### src/rtl/rotate_pipe_if.sv
// Operand/result handshake bundle for rotate_pipe.
// The master side drives operands and out_ready; the slave side is the pipeline.
interface rotate_pipe_if #(
  parameter int WIDTH = 32,
  parameter int SHW   = $clog2(WIDTH)
);
  logic [WIDTH-1:0] in_data;
  logic [SHW-1:0]   in_amt;
  logic [1:0]       in_mode;
  logic             in_valid;
  logic             in_ready;
  logic [WIDTH-1:0] out_data;
  logic             out_valid;
  logic             out_ready;

  modport master (
    output in_data, in_amt, in_mode, in_valid, out_ready,
    input  in_ready, out_data, out_valid
  );

  modport slave (
    input  in_data, in_amt, in_mode, in_valid, out_ready,
    output in_ready, out_data, out_valid
  );
endinterface

### src/rtl/rotate_pipe.sv
// Pipelined log-shifter: SHW registered stages, stage k displaces by 2^k.
// Define ROTATE_PIPE_SHIFT_EN to add zero-fill SHR/SHL; otherwise mode[1] is ignored.
module rotate_pipe #(
  parameter int WIDTH = 32,
  parameter int SHW   = $clog2(WIDTH)
) (
  input  logic         clk,
  input  logic         rst,
  rotate_pipe_if.slave bus
);

`ifdef ROTATE_PIPE_SHIFT_EN
  localparam int MW = 2;
`else
  localparam int MW = 1;
`endif

  logic [SHW-1:0]   valid_q, valid_d;
  logic [WIDTH-1:0] data_q [SHW];
  logic [WIDTH-1:0] data_d [SHW];
  logic [SHW-1:0]   amt_q  [SHW];
  logic [SHW-1:0]   amt_d  [SHW];
  logic [MW-1:0]    mode_q [SHW];
  logic [MW-1:0]    mode_d [SHW];

  logic [SHW-1:0]   src_valid;
  logic [WIDTH-1:0] src_data [SHW];
  logic [SHW-1:0]   src_amt  [SHW];
  logic [MW-1:0]    src_mode [SHW];

  logic          stall;
  logic          accept;
  logic [MW-1:0] mode_in;

`ifdef ROTATE_PIPE_SHIFT_EN
  assign mode_in = bus.in_mode;

  function automatic logic [WIDTH-1:0] step(input logic [WIDTH-1:0] x,
                                            input logic [MW-1:0]    m,
                                            input int unsigned      s);
    case (m)
      2'b00:   step = (x >> s) | (x << (WIDTH - s));
      2'b01:   step = (x << s) | (x >> (WIDTH - s));
      2'b10:   step = x >> s;
      default: step = x << s;
    endcase
  endfunction
`else
  logic unused_mode_hi;
  assign unused_mode_hi = bus.in_mode[1];
  assign mode_in        = bus.in_mode[0];

  function automatic logic [WIDTH-1:0] step(input logic [WIDTH-1:0] x,
                                            input logic [MW-1:0]    m,
                                            input int unsigned      s);
    step = m[0] ? ((x << s) | (x >> (WIDTH - s)))
                : ((x >> s) | (x << (WIDTH - s)));
  endfunction
`endif

  // Whole pipeline freezes only when the output word is held by the consumer.
  assign stall         = valid_q[SHW-1] && !bus.out_ready;
  assign bus.in_ready  = !stall && !rst;
  assign accept        = bus.in_valid && bus.in_ready;
  assign bus.out_data  = data_q[SHW-1];
  assign bus.out_valid = valid_q[SHW-1];

  always_comb begin
    src_valid[0] = accept;
    src_data[0]  = bus.in_data;
    src_amt[0]   = bus.in_amt;
    src_mode[0]  = mode_in;
    for (int unsigned k = 1; k < SHW; k++) begin
      src_valid[k] = valid_q[k-1];
      src_data[k]  = data_q[k-1];
      src_amt[k]   = amt_q[k-1];
      src_mode[k]  = mode_q[k-1];
    end

    valid_d = valid_q;
    data_d  = data_q;
    amt_d   = amt_q;
    mode_d  = mode_q;
    if (!stall) begin
      for (int unsigned k = 0; k < SHW; k++) begin
        valid_d[k] = src_valid[k];
        // Payload loads only with a valid word so out_data holds across bubbles.
        if (src_valid[k]) begin
          data_d[k] = src_amt[k][k] ? step(src_data[k], src_mode[k], 1 << k)
                                    : src_data[k];
          amt_d[k]  = src_amt[k];
          mode_d[k] = src_mode[k];
        end
      end
    end
  end

  always_ff @(posedge clk) begin
    if (rst) begin
      valid_q <= '0;
      for (int unsigned k = 0; k < SHW; k++) begin
        data_q[k] <= '0;
      end
    end else begin
      valid_q <= valid_d;
      data_q  <= data_d;
      amt_q   <= amt_d;
      mode_q  <= mode_d;
    end
  end

endmodule

### src/flat_wrapper.sv
// flat-port wrapper written by rule: the top's interface ports become plain ports
module rotate_pipe_flat 
#(
  parameter int WIDTH = 32,
  parameter int SHW   = $clog2(WIDTH)
)
  (clk, rst, bus_in_data, bus_in_amt, bus_in_mode, bus_in_valid, bus_out_ready, bus_in_ready, bus_out_data, bus_out_valid);
  rotate_pipe_if #(.WIDTH(WIDTH), .SHW(SHW)) bus_i ();
  input  logic clk;
  input  logic rst;
  input wire logic [$bits(bus_i.in_data)-1:0] bus_in_data;
  input wire logic [$bits(bus_i.in_amt)-1:0] bus_in_amt;
  input wire logic [$bits(bus_i.in_mode)-1:0] bus_in_mode;
  input wire logic [$bits(bus_i.in_valid)-1:0] bus_in_valid;
  input wire logic [$bits(bus_i.out_ready)-1:0] bus_out_ready;
  output wire logic [$bits(bus_i.in_ready)-1:0] bus_in_ready;
  output wire logic [$bits(bus_i.out_data)-1:0] bus_out_data;
  output wire logic [$bits(bus_i.out_valid)-1:0] bus_out_valid;
  assign bus_i.in_data = bus_in_data;
  assign bus_i.in_amt = bus_in_amt;
  assign bus_i.in_mode = bus_in_mode;
  assign bus_i.in_valid = bus_in_valid;
  assign bus_i.out_ready = bus_out_ready;
  assign bus_in_ready = bus_i.in_ready;
  assign bus_out_data = bus_i.out_data;
  assign bus_out_valid = bus_i.out_valid;
  rotate_pipe #(.WIDTH(WIDTH), .SHW(SHW)) u_core (.clk(clk), .rst(rst), .bus(bus_i));
endmodule
### config.mk
export PLATFORM = sky130hd
export DESIGN_NAME = rotate_pipe_flat
export DESIGN_NICKNAME = d
export VERILOG_FILES = /design/src/rtl/rotate_pipe_if.sv /design/src/rtl/rotate_pipe.sv /design/src/flat_wrapper.sv
export SDC_FILE = /design/constraint.sdc
export NUM_CORES = 1
export LEC_CHECK = 0
export ABC_AREA = 0
export BUFFER_PORTS_ARGS = -buffer_cell sky130_fd_sc_hd__buf_4
export CAP_MARGIN = 30
export CELL_PAD_IN_SITES_DETAIL_PLACEMENT = 1
export CELL_PAD_IN_SITES_GLOBAL_PLACEMENT = 1
export CORE_MARGIN = 10
export CORE_UTILIZATION = 50
export DETAILED_ROUTE_END_ITERATION = 12
export PLACE_DENSITY_LB_ADDON = 0.1
export SYNTH_ARGS = -nofsm -noshare
export SYNTH_HDL_FRONTEND = slang
export SYNTH_SLANG_ARGS = --single-unit
### constraint.sdc
create_clock -name clk -period 2.8 [get_ports clk]
set_input_delay 0.7 -clock clk [delete_from_list [all_inputs] [get_ports clk]]
set_output_delay 0.7 -clock clk [all_outputs]
set_load 0.01 [all_outputs]
**Word level (Yosys, flattened, before mapping)**

Index checks and enable logic that the tools add are counted.
W data, S select, Z words.

- Word-level logic and storage cells: 48
- Register bits: 188

- Bitwise operators: 11
- Mux-type cells: 9
- Reductions and logical operators: 15

Operators by type and width:

| kind | number |
|---|---|
| $mux W32 | 9 |
| $or A24 B32 Y32 | 1 |
| $or A28 B32 Y32 | 1 |
| $or A30 B32 Y32 | 1 |
| $or A31 B32 Y32 | 1 |
| $or A32 B1 Y32 | 1 |
| $or A32 B16 Y32 | 1 |
| $or A32 B2 Y32 | 1 |
| $or A32 B4 Y32 | 1 |
| $or A32 B8 Y32 | 1 |
| $reduce_and A3 Y1 | 4 |
| $reduce_and A2 Y1 | 5 |
| $logic_and A1 B1 Y1 | 3 |
| $logic_not A1 Y1 | 3 |
| $not A1 Y1 | 2 |

**Logic depth before layout (Yosys ltp)**

Gate-level depths: netlist of the first run.

- Depth in word-level cells: 6
- Gate-level depth with buffers: 5
- Depth with buffers taken out: 3

**Worst setup path before layout of the first run**

OpenSTA, ideal clock, no wires.

- Path type: input -> output
- From: in rst
- To: out bus_in_ready
- Stages: 4
- Arrival: 1.381 ns
- Path slack: 0.719 ns
- Data required time: 2.100 ns
- Buffers on the path: 3
- Path through: buf_2 > buf_2 > buf_2 > nor2_1

- Cells in the longest elaborated chain, start to end: 2

Ends and longest elaborated chain:

| what | line | text |
|---|---|---|
| from (decl) | flat_wrapper.sv:10 | `input logic rst;` |
| $logic_not A1 Y1 | rotate_pipe.sv:63 | `assign bus.in_ready = !stall && !rst;` |
| $logic_and A1 B1 Y1 | rotate_pipe.sv:63 |  |
| to (decl) | flat_wrapper.sv:16 | `output wire logic [$bits(bus_i.in_ready)-1:0] bus_in_ready;` |

No other way between the ends.

**Worst setup path after layout of the first run**

- From: reg u_core.valid_q[4]
- To: out bus_in_ready

- Cells in the longest elaborated chain, start to end: 3

Ends and longest elaborated chain:

| what | line | text |
|---|---|---|
| from (decl) | rotate_pipe.sv:18 | `logic [SHW-1:0] valid_q, valid_d;` |
| from (signal assigned) | rotate_pipe.sv:105 | `valid_q <= valid_d;` |
| $logic_and A1 B1 Y1 | rotate_pipe.sv:62 | `assign stall = valid_q[SHW-1] && !bus.out_ready;` |
| $logic_not A1 Y1 | rotate_pipe.sv:63 |  |
| $logic_and A1 B1 Y1 | rotate_pipe.sv:63 |  |

No other way between the ends.

==> summary.md, run 1 <==
| Metric | Value |
|---|---|
| Clk root buf | `clkbuf_16` |
| Cell with the most instances after synthesis | `a21oi_1` |
| Fill cells | `slightly above 2000` |
| Htree depth | `4` |
| Design Area, Final | `10000 sq um` |
| CTS tree | `done` |
| Sequential-to-total area share from yosys stat | `approximately two fifths` |
| Maximum VDD drop | `about 410 uV` |
| Synth async-reset ratio | `0%` |
| Number of max-cap violations | `0` |
| Yosys top cell by area | `dfxtp_1` |
| Hold path startpoint | `u_core.amt_q[22]` |
| Final WL | `roughly 23 mm` |
| Clock skew | `about 0.014 ns` |
| Die Ht | `around 150 microns` |
| Worst Setup SP | `u_core.valid_q[4]` |
| Postcts setup bufs | `0` |
| Overflow after GRT | `0` |
| Met1 Resource Use GR | `22.8%` |
| Antenna-violating nets left | `0` |
| Count of cell types in the netlist | `23` |
| Final Cycle Share | `77.1%` |
| Synth cell count leaders | `166 x a21oi_1, 165 x dfxtp_1, 160 x mux2i_1` |
| GR Layer Usage met3 | `under 10%` |
| Clock sink count | `around 180` |
| Top area cells in the synthesized netlist | `dfxtp_1 36%, mux2i_1 18%, a22o_1 9.3%` |
| Sum of net half-perimeters after detailed placement | `roughly 17 mm` |
| Post-Syn Area | `between 9000 and 10000 sq um` |
| DR vias/cell | `5.78` |
| Main flop type after synthesis | `dfxtp_1` |
| Clock Pin Slew Worst Setup and Hold Paths | `around 0.070 ns` |
| PwrDens | `approximately 570 nW/um^2` |
| DR iter-0 viols | `354` |
| Synth top area share | `a little over a third` |
| CP Data Required Time | `around 2.1 ns` |
| Post-route minimum period | `approximately 2.2 ns` |
| Vias in the first global route | `roughly 7000` |
| Via count | `between 6000 and 7000` |
| CP endpoint kind | `output port` |
| Worst r2r src | `u_core.valid_q[4]` |
| #FFs+latches synth | `approximately 180` |
| Startpoint types | `register` |
| Syn_area_per_cell | `around 9.4 sq um` |
| GRT Total Usage | `about 19%` |
| RSZ-0062 raised after global routing | `no` |
| Synth warn | `0` |
| CP max FO | `10` |
| Initial antenna violation count | `0` |
| Critical path class | `register to output port` |
| # rows | `between 40 and 50` |
| First-pass GRT wire length | `38.1 mm` |
| Placer congestion estimate | `about 0.82` |
| Syn_nets | `just over 1000` |
| Clock Tree Buf Depth | `2` |
| Initial core utilization | `approximately half` |
| I/O Buffers | `between 70 and 80` |
| Fmax | `463 MHz` |
| CTS Hold Bufs | `0` |
| Diode count | `0` |
| # setup viols final | `0` |
| Post-route setup TNS | `0 ns` |
| WL/cell | `19.6 microns` |
| Leak | `4.20 nW` |
| Hold Path Class | `register to register` |
| # IOs | `a little under 80` |
| Placed cell area | `roughly 9400 sq um` |
| Clk_lat worst skew | `between 0.4 and 0.5 ns` |
| Critical Path AT | `roughly 1.5 ns` |
| Worst-margin pin slew | `0.600 ns` |
| Final Hold Violating Endpoints | `0` |
| GRT busiest layer | `met2` |
| Final Max Slew Viols | `0` |
| Total CTS buffers | `17` |
| DRC violations left | `0` |
| EDFF count, synth | `13` |
| Die W | `between 150 and 200 microns` |
| Rel. slew slack | `between 60 and 70%` |
| Final nets | `999` |
| Synth-to-Final Area Change | `10.3%` |
| Status | `finished clean` |
| Post-CTS Resized | `0` |
| Met2 usage | `roughly 34%` |
| Core area | `17900 sq um` |
| Largest net degree at the start of global routing | `65` |
| Share of cells above drive strength 1 | `between 15 and 20%` |
| Die area | `24000 sq um` |
| Mapped Cells | `roughly 970` |
| Drt first pass iters | `5` |
[layer usage]
layer	share of wire [%]	routed length (microns)	up-vias
li1	-	-	3437
met1	44	10400	3380
met2	52	12100	84
met3	2.4	556	23
met4	1.7	410	0
met5	0	0	-
[critical path, stage by stage, from the launching register on]
cell and delay, ns:
dfxtp_1 0.38, nor2b_4 0.41, nor2_1 0.07, buf_4 0.16
[cell usage in the layout (no fill, tap or decap), types with 8 or more instances in the layout]
cell       Yosys  routed
buf_4         32      91
edfxtp_1      13      13
a22o_1        96      96
clkbuf_16      0      18
mux2_2        21      21
mux2i_1      160     160
mux2_4         9       9
nand2_1        8       8
nor2b_1       32      32
dfxtp_1      165     165
nor2_1       131     131
a21oi_1      166     164
a211oi_1      32      32
[layout make-up]
type,count,area (sq um),area share [%]
clock buffers,19,454,4.53
clock inverters,12,106,1.06
multi-input cells,665,4750,47.4
flip-flops and latches,178,3690,36.9
well taps,229,287,2.86
repair buffers,94,733,7.32
[through the flow]
| stage | hold WS, ns | utilization [%] | worst slack, ns | power, mW | std cells |
|---|---|---|---|---|---|
| after floorplan | 0.400 | - | 0.719 | 3.25 | 965 |
| after global placement | 0.404 | 52.7 | 0.498 | 3.41 | 1164 |
| after detailed placement | 0.406 | 52.8 | 0.539 | 3.45 | 1165 |
| after CTS | 0.422 | 55.9 | 0.629 | 5.73 | 1196 |
| after global routing | 0.428 | 56.0 | 0.541 | 5.91 | 1197 |
| final | 0.422 | 56.0 | 0.642 | 5.69 | 1197 |
[sequential cells by signal, indices dropped and copies added, names as in the netlist]
signal               count
u_core.mode_q            3
u_core.amt_q            10
u_core.valid_q           5
u_core.bus.out_data     32
u_core.data_q          128
[path summary, 6_finish.rpt]
check	to	slack [ns]	depth (start not counted)
worst max-delay path	bus_in_ready	0.64	3
worst min-delay path	u_core.amt_q[17]	0.42	0
worst max register to register	u_core.data_q[112]	1.21	5
worst min register to register	u_core.amt_q[17]	0.42	0
[where the power goes]
group | total (mW) | internal, mW | switching (mW)
Combinational | 0.619 | 0.292 | 0.327
Clock | 2.29 | 1.27 | 1.01
Sequential | 2.78 | 2.66 | 0.112
[kinds of logic (layout without fill, tap and decap cells)]
logic type             Yosys count  count (layout)  share of synthesized area [%]
and+or+nand+nor                178             178                           8.86
AOI/OAI and AO/OA              295             295                           21.1
DFF                            178             178                           40.7
buffers and inverters          122             125                           7.38
muxes                          192             192                           22.0
(Power assumes the default switching activity.)
==> run 2: changes to the inputs <==
--- a/config.mk
+++ b/config.mk
@@ -11,7 +11,7 @@
 export CELL_PAD_IN_SITES_DETAIL_PLACEMENT = 1
 export CELL_PAD_IN_SITES_GLOBAL_PLACEMENT = 1
 export CORE_MARGIN = 10
-export CORE_UTILIZATION = 50
+export CORE_UTILIZATION = 42
 export DETAILED_ROUTE_END_ITERATION = 12
 export PLACE_DENSITY_LB_ADDON = 0.1
 export SYNTH_ARGS = -nofsm -noshare
==> constraint.sdc (replaced) <==
create_clock -name clk -period 1.8 [get_ports clk]
set_input_delay 0.45 -clock clk [delete_from_list [all_inputs] [get_ports clk]]
set_output_delay 0.45 -clock clk [all_outputs]
set_load 0.01 [all_outputs]
==> summary.md, run 2 (synthesis gave the netlist of run 1 again) <==
| Metric | Value |
|---|---|
| Post-CTS Resized | `0` |
| Reg-to-reg slack, setup | `between 0.3 and 0.4 ns` |
| Fill cells | `approximately 2300` |
| Final Cycle Share | `91.8%` |
| Via count | `between 6000 and 7000` |
| Worst stage delay on the critical path | `about 0.36 ns` |
| Startpoint types | `register` |
| Slowest library cell on the worst path | `dfxtp_1` |
| Overflow after GRT | `0` |
| CP max FO | `3` |
| Share of cells above drive strength 1 | `approximately 17%` |
| Critical Path AT | `around 1.2 ns` |
| Final Hold Violating Endpoints | `0` |
| Clk_lat worst skew | `roughly 0.43 ns` |
| Final WL | `around 23 mm` |
| Clk root buf | `clkbuf_16` |
| Leak | `4.31 nW` |
| DR iter-0 viols | `roughly 380` |
| CTS Hold Bufs | `0` |
| Commonest non-fill, non-tap cell in the layout | `dfxtp_1` |
| DRC violations left | `0` |
| Post-route setup TNS | `0 ns` |
| Total CTS buffers | `17` |
| Clock Tree Buf Depth | `2` |
| Antenna-violating nets left | `0` |
| # IOs | `between 70 and 80` |
| Vias in the first global route | `7025` |
| Hold Path Class | `input pin to register` |
| Die Ht | `167 microns` |
| Sw Share | `26.1%` |
| Maximum VDD drop | `approximately 580 uV` |
| Postcts setup bufs | `0` |
| Fmax | `605 MHz` |
| CP delay by family, top | `flip-flops` |
| GRT Total Usage | `16.5%` |
| Tot Pwr | `9.08 mW` |
| # rows | `53` |
| Total buffers and inverters traversed by the critical path | `1` |
| I/O Buffers | `75` |
| Clk network pwr share | `around two fifths` |
| Htree depth | `4` |
| Synth-to-Final Area Change | `14.0%` |
| CP Data Required Time | `1.35 ns` |
| Setup slack after layout | `approximately 0.15 ns` |
| Clock Pin Slew Worst Setup and Hold Paths | `roughly 0.070 ns` |
| Rel. slew slack | `about three fifths` |
| # setup viols final | `0` |
| Final Max Slew Viols | `0` |
| Critical path class | `register to output port` |
| First-pass GRT wire length | `roughly 38 mm` |
| Largest net degree at the start of global routing | `65` |
| Int Power | `~6.7 mW` |
| WL/cell | `between 15 and 20 microns` |
| PwrDens | `about 900 nW/um^2` |
| Final nets | `about 1000` |
| Combinational power share | `~11%` |
| Die W | `167 microns` |
| Initial core utilization | `between 40% and 50%` |
| Clock skew | `between 0.01 and 0.015 ns` |
| Placer congestion estimate | `between 0.7 and 0.8` |
| Core area | `between 20000 and 25000 sq um` |
| Sw Pwr | `between 2 and 2.5 mW` |
| Die area | `~28000 sq um` |
| Initial antenna violation count | `1` |
| Setup WS pre-CTS | `about 0.17 ns` |
| Status | `finished clean` |
| Worst-margin pin slew | `between 0.5 and 0.6 ns` |
| Diode count | `0` |
| Most flops, register | `u_core.data_q` |
| Number of max-cap violations | `0` |
| Drt first pass iters | `4` |
| Clock sink count | `around 180` |
| Sum of net half-perimeters after detailed placement | `roughly 17 mm` |
| CTS tree | `done` |
| RSZ-0062 raised after global routing | `no` |
| DR vias/cell | `roughly 5.5` |
| Most frequent cells in the layout | `165 x dfxtp_1, 164 x a21oi_1, 160 x mux2i_1` |
| Post-route minimum period | `~1.7 ns` |
| Sequential power share | `between 40% and 50%` |
| CP endpoint kind | `output port` |
| Worst-path cell chain | `nor2b_4 > nor2_1 > buf_4` |
| Max reg flops | `about 130` |
[run 2: cell count changes in the layout (fill, tap and decap cells not counted), moves of 2 or more]
cell and change:
buf_4 -10, inv_6 +6, clkinv_2 -4, buf_12 +17, inv_4 -2, buf_8 -2
[run 2: metrics by stage]
stage	cells	utilization, %	area [sq um]	hold slack, ns
final	1249	48.9	10400	0.196
after global routing	1249	48.9	10400	0.171
after detailed placement	1217	46.1	9750	0.408
after CTS	1249	48.9	10400	0.179
after global placement	1217	46.1	9750	0.402
after floorplan	965	-	9080	0.400
[run 2: per-layer routing]
| layer | wire length, microns | share of wire, % | vias to the layer above | track usage (%) |
|---|---|---|---|---|
| li1 | - | - | 3464 | - |
| met1 | 11200 | 48 | 3352 | 21.1 |
| met2 | 11400 | 49 | 69 | 28.0 |
| met3 | 565 | 2.4 | 17 | 3.01 |
| met4 | 255 | 1.1 | 0 | 4.24 |
| met5 | 0 | 0 | - | 0 |
[run 2: worst paths after layout]
check / from / end / cells past startpoint
hold / removal: bus_in_amt[1] / u_core.amt_q[21] / 1
setup / recovery: u_core.valid_q[4] / bus_in_ready / 3
setup reg to reg: u_core.valid_q[4] / u_core.data_q[144] / 4
hold reg to reg: u_core.amt_q[22] / u_core.amt_q[17] / 0
[run 2: final cells by class]
cell class	instances	area (sq um)	area share, %
flip-flops and latches	178	3690	35.7
repair buffers	99	968	9.35
clock inverters	13	135	1.31
well taps	275	344	3.32
multi-input cells	665	4750	45.9
clock buffers	19	464	4.48
[run 2: power groups by stage]
stage,logic [mW],registers [mW],clock network (mW)
4_1_cts,1.01,4.32,3.85
5_1_grt,1.11,4.35,4.02
6_report,0.997,4.32,3.76
2_1_floorplan,0.715,4.33,0
3_5_place_dp,1.01,4.41,0
3_3_place_gp,0.970,4.40,0
==> run 3: changes to the inputs <==
--- a/config.mk
+++ b/config.mk
@@ -5,13 +5,13 @@
 export SDC_FILE = /design/constraint.sdc
 export NUM_CORES = 1
 export LEC_CHECK = 0
-export ABC_AREA = 0
+export ABC_AREA = 1
 export BUFFER_PORTS_ARGS = -buffer_cell sky130_fd_sc_hd__buf_4
 export CAP_MARGIN = 30
 export CELL_PAD_IN_SITES_DETAIL_PLACEMENT = 1
 export CELL_PAD_IN_SITES_GLOBAL_PLACEMENT = 1
 export CORE_MARGIN = 10
-export CORE_UTILIZATION = 42
+export CORE_UTILIZATION = 38
 export DETAILED_ROUTE_END_ITERATION = 12
 export PLACE_DENSITY_LB_ADDON = 0.1
 export SYNTH_ARGS = -nofsm -noshare
==> summary.md, run 3 <==
| Metric | Value |
|---|---|
| CTS Hold Bufs | `0` |
| Antenna-violating nets left | `0` |
| Most flops, register | `u_core.data_q` |
| CTS tree | `done` |
| Reg area | `approximately 3700 sq um` |
| Int Power | `~6.6 mW` |
| Mapped Cells | `between 1500 and 2000` |
| Placer congestion estimate | `about 0.8` |
| DR iter-0 viols | `631` |
| Fill cells | `between 4000 and 5000` |
| Clk root buf | `clkbuf_16` |
| Combinational power share | `around 15%` |
| DR vias/cell | `approximately 4.7` |
| Worst-path cell chain | `inv_2 > nor2_4 > nor2_4 > buf_6` |
| # rows | `slightly above 60` |
| Main flop type after synthesis | `dfxtp_1` |
| Yosys top cell by area | `dfxtp_1` |
| Vias in the first global route | `roughly 11000` |
| Synth-to-Final Area Change | `14.4%` |
| Commonest non-fill, non-tap cell in the layout | `nand2_1` |
| CP endpoint kind | `output port` |
| Post-Syn Area | `around 11000 sq um` |
| Synth async-reset ratio | `0%` |
| Htree depth | `4` |
| Critical path class | `register to output port` |
| Worst-margin pin slew | `~0.48 ns` |
| Sw Pwr | `3.04 mW` |
| Die area | `between 30000 and 40000 sq um` |
| Finished Core Util | `a little over two fifths` |
| Syn_area_per_cell | `5.48 sq um` |
| #FFs+latches synth | `178` |
| Largest net degree at the start of global routing | `between 60 and 70` |
| Startpoint types | `register` |
| Synth cell count leaders | `810 x nand2_1, 484 x nor2_1, 200 x inv_1` |
| Via count | `between 10000 and 15000` |
| Post-route minimum period | `roughly 1.6 ns` |
| Post-Synth Adder-Cell Area | `0%` |
| Slowest library cell on the worst path | `dfxtp_2` |
| Die Ht | `between 150 and 200 microns` |
| Number of max-cap violations | `0` |
| Syn_nets | `~2000` |
| CP most frequent cell | `nor2_4` |
| Synth warn | `0` |
| Reg-to-reg slack, setup | `0.26 ns` |
| Simple-gate share of the synthesized area | `between 50% and 60%` |
| Synth Area in Compound Gates | `between 1.5 and 2%` |
| Critical Path AT | `around 1.2 ns` |
| Clk_lat worst skew | `between 0.4 and 0.5 ns` |
| Most frequent cells in the layout | `808 x nand2_1, 483 x nor2_1, 198 x inv_1` |
| Final Cycle Share | `90.6%` |
| # IOs | `77` |
| Leak | `6.56 nW` |
| Count of cell types in the netlist | `15` |
| Sw Share | `31.4%` |
| CP Data Required Time | `around 1.4 ns` |
| Share of cells above drive strength 1 | `8.54%` |
| I/O Buffers | `75` |
| Sequential power share | `44.8%` |
| GRT Total Usage | `19.7%` |
| Sequential-to-total area share from yosys stat | `about a third` |
| Clock Pin Slew Worst Setup and Hold Paths | `around 0.080 ns` |
| Clock sink count | `roughly 180` |
| # setup viols final | `0` |
| Final nets | `just over 2000` |
| Cell with the most instances after synthesis | `nand2_1` |
| Clock skew | `between 0.02 and 0.025 ns` |
| Diode count | `0` |
| Sum of net half-perimeters after detailed placement | `approximately 25 mm` |
| Initial antenna violation count | `0` |
| First-pass GRT wire length | `between 50 and 60 mm` |
| Largest family of logic cells by synthesized area | `simple AND/OR/NAND/NOR gates` |
| Max reg flops | `approximately 130` |
| Final Max Slew Viols | `0` |
| Rel. slew slack | `slightly below 70%` |
| Mux cell area share after synthesis | `0%` |
| Clk network pwr share | `a little over 40%` |
| Tot Pwr | `about 9.7 mW` |
| Post-synthesis xor/xnor area fraction | `0%` |
| Core area | `between 20000 and 30000 sq um` |
| Hold Path Class | `input pin to register` |
| Total CTS buffers | `17` |
| DRC violations left | `0` |
| Final Hold Violating Endpoints | `0` |
| Post-route setup TNS | `0 ns` |
| Fmax | `between 600 and 700 MHz` |
| Worst stage delay on the critical path | `0.34 ns` |
| Synth top area share | `around 30%` |
| CP max FO | `2` |
| Multi-input gate area | `~5700 sq um` |
| WL/cell | `14.8 microns` |
| PwrDens | `773 nW/um^2` |
| Overflow after GRT | `0` |
| Final WL | `approximately 35 mm` |
| Maximum VDD drop | `approximately 420 uV` |
| Top area cells in the synthesized netlist | `dfxtp_1 30%, nand2_1 28%, nor2_1 17%` |
| Die W | `190 microns` |
| RSZ-0062 raised after global routing | `no` |
| Clock Tree Buf Depth | `2` |
| Initial core utilization | `a little under two fifths` |
| Drt first pass iters | `5` |
| Status | `finished clean` |
| EDFF count, synth | `13` |
-- run 3: cell count changes after synthesis, moves of 9 or more --
cell | previous run | this run
inv_1 | 0 | 200
nor2_1 | 131 | 484
a22o_1 | 96 | 0
mux2_2 | 21 | 0
mux2i_1 | 160 | 0
a211oi_1 | 32 | 0
clkbuf_1 | 35 | 52
o21ai_0 | 0 | 32
nor2b_1 | 32 | 0
nand3_1 | 0 | 129
nand2_1 | 8 | 810
buf_1 | 1 | 17
mux2_4 | 9 | 0
a21oi_1 | 166 | 4
-- run 3: path summary, 6_finish.rpt --
| path | cells past startpoint | startpoint | end |
|---|---|---|---|
| max | 4 | u_core.valid_q[4] | bus_in_ready |
| min | 1 | bus_in_amt[1] | u_core.amt_q[21] |
| max reg2reg | 6 | u_core.valid_q[4] | u_core.data_q[33] |
| min reg2reg | 0 | u_core.amt_q[14] | u_core.amt_q[9] |
-- run 3: routing by layer --
layer  vias to the layer above  wire (microns)  track usage, %
met5                         -               0               0
met4                         0             643            5.62
met3                        26             651            2.07
met2                       109           18100            36.0
met1                      5245           16000            23.7
li1                       5831               -               -
-- run 3: metrics by stage --
step | hold WS (ns) | std cells | setup WS [ns] | cell area [sq um]
finish | 0.182 | 2386 | 0.170 | 12500
global route | 0.174 | 2386 | 0.112 | 12500
global placement | 0.404 | 2354 | 0.164 | 11900
detailed placement | 0.412 | 2354 | 0.157 | 11900
floorplan | 0.400 | 1999 | 0.293 | 10900
CTS | 0.168 | 2387 | 0.00906 | 12500
-- run 3: cell families after synthesis --
kind of cell,count (synthesis)
AOI/OAI and AO/OA,36
buffers and inverters,360
DFF,178
and+or+nand+nor,1425
-- run 3: area by class of cell --
class	count	share of cell area, %
inverters	201	6.03
flip-flops and latches	178	29.5
repair buffers	130	9.92
well taps	384	3.84
multi-input cells	1461	45.7
clock buffers	17	3.40
clock inverters	15	1.65
-- run 3: power groups by stage --
stage	Sequential (mW)	Combinational [mW]	Clock [mW]
after floorplan	4.37	0.996	0
after global placement	4.42	1.43	0
after detailed placement	4.42	1.46	0
after CTS	4.33	1.47	4.01
after global routing	4.36	1.67	4.16
final	4.33	1.45	3.90
-- run 3: what timing repair did --
item                       in CTS  in global routing
setup endpoints to repair       1                  1
buffers inserted                1                  0
gates resized for setup         2                  4
pin swaps                       0                  1
-- run 3: critical path, delay by kind of cell (launching register included) --
kind | cells | cell delay [ns]
buffers and inverters | 2 | 0.16
AND/OR/NAND/NOR | 2 | 0.22
flip-flops | 1 | 0.34
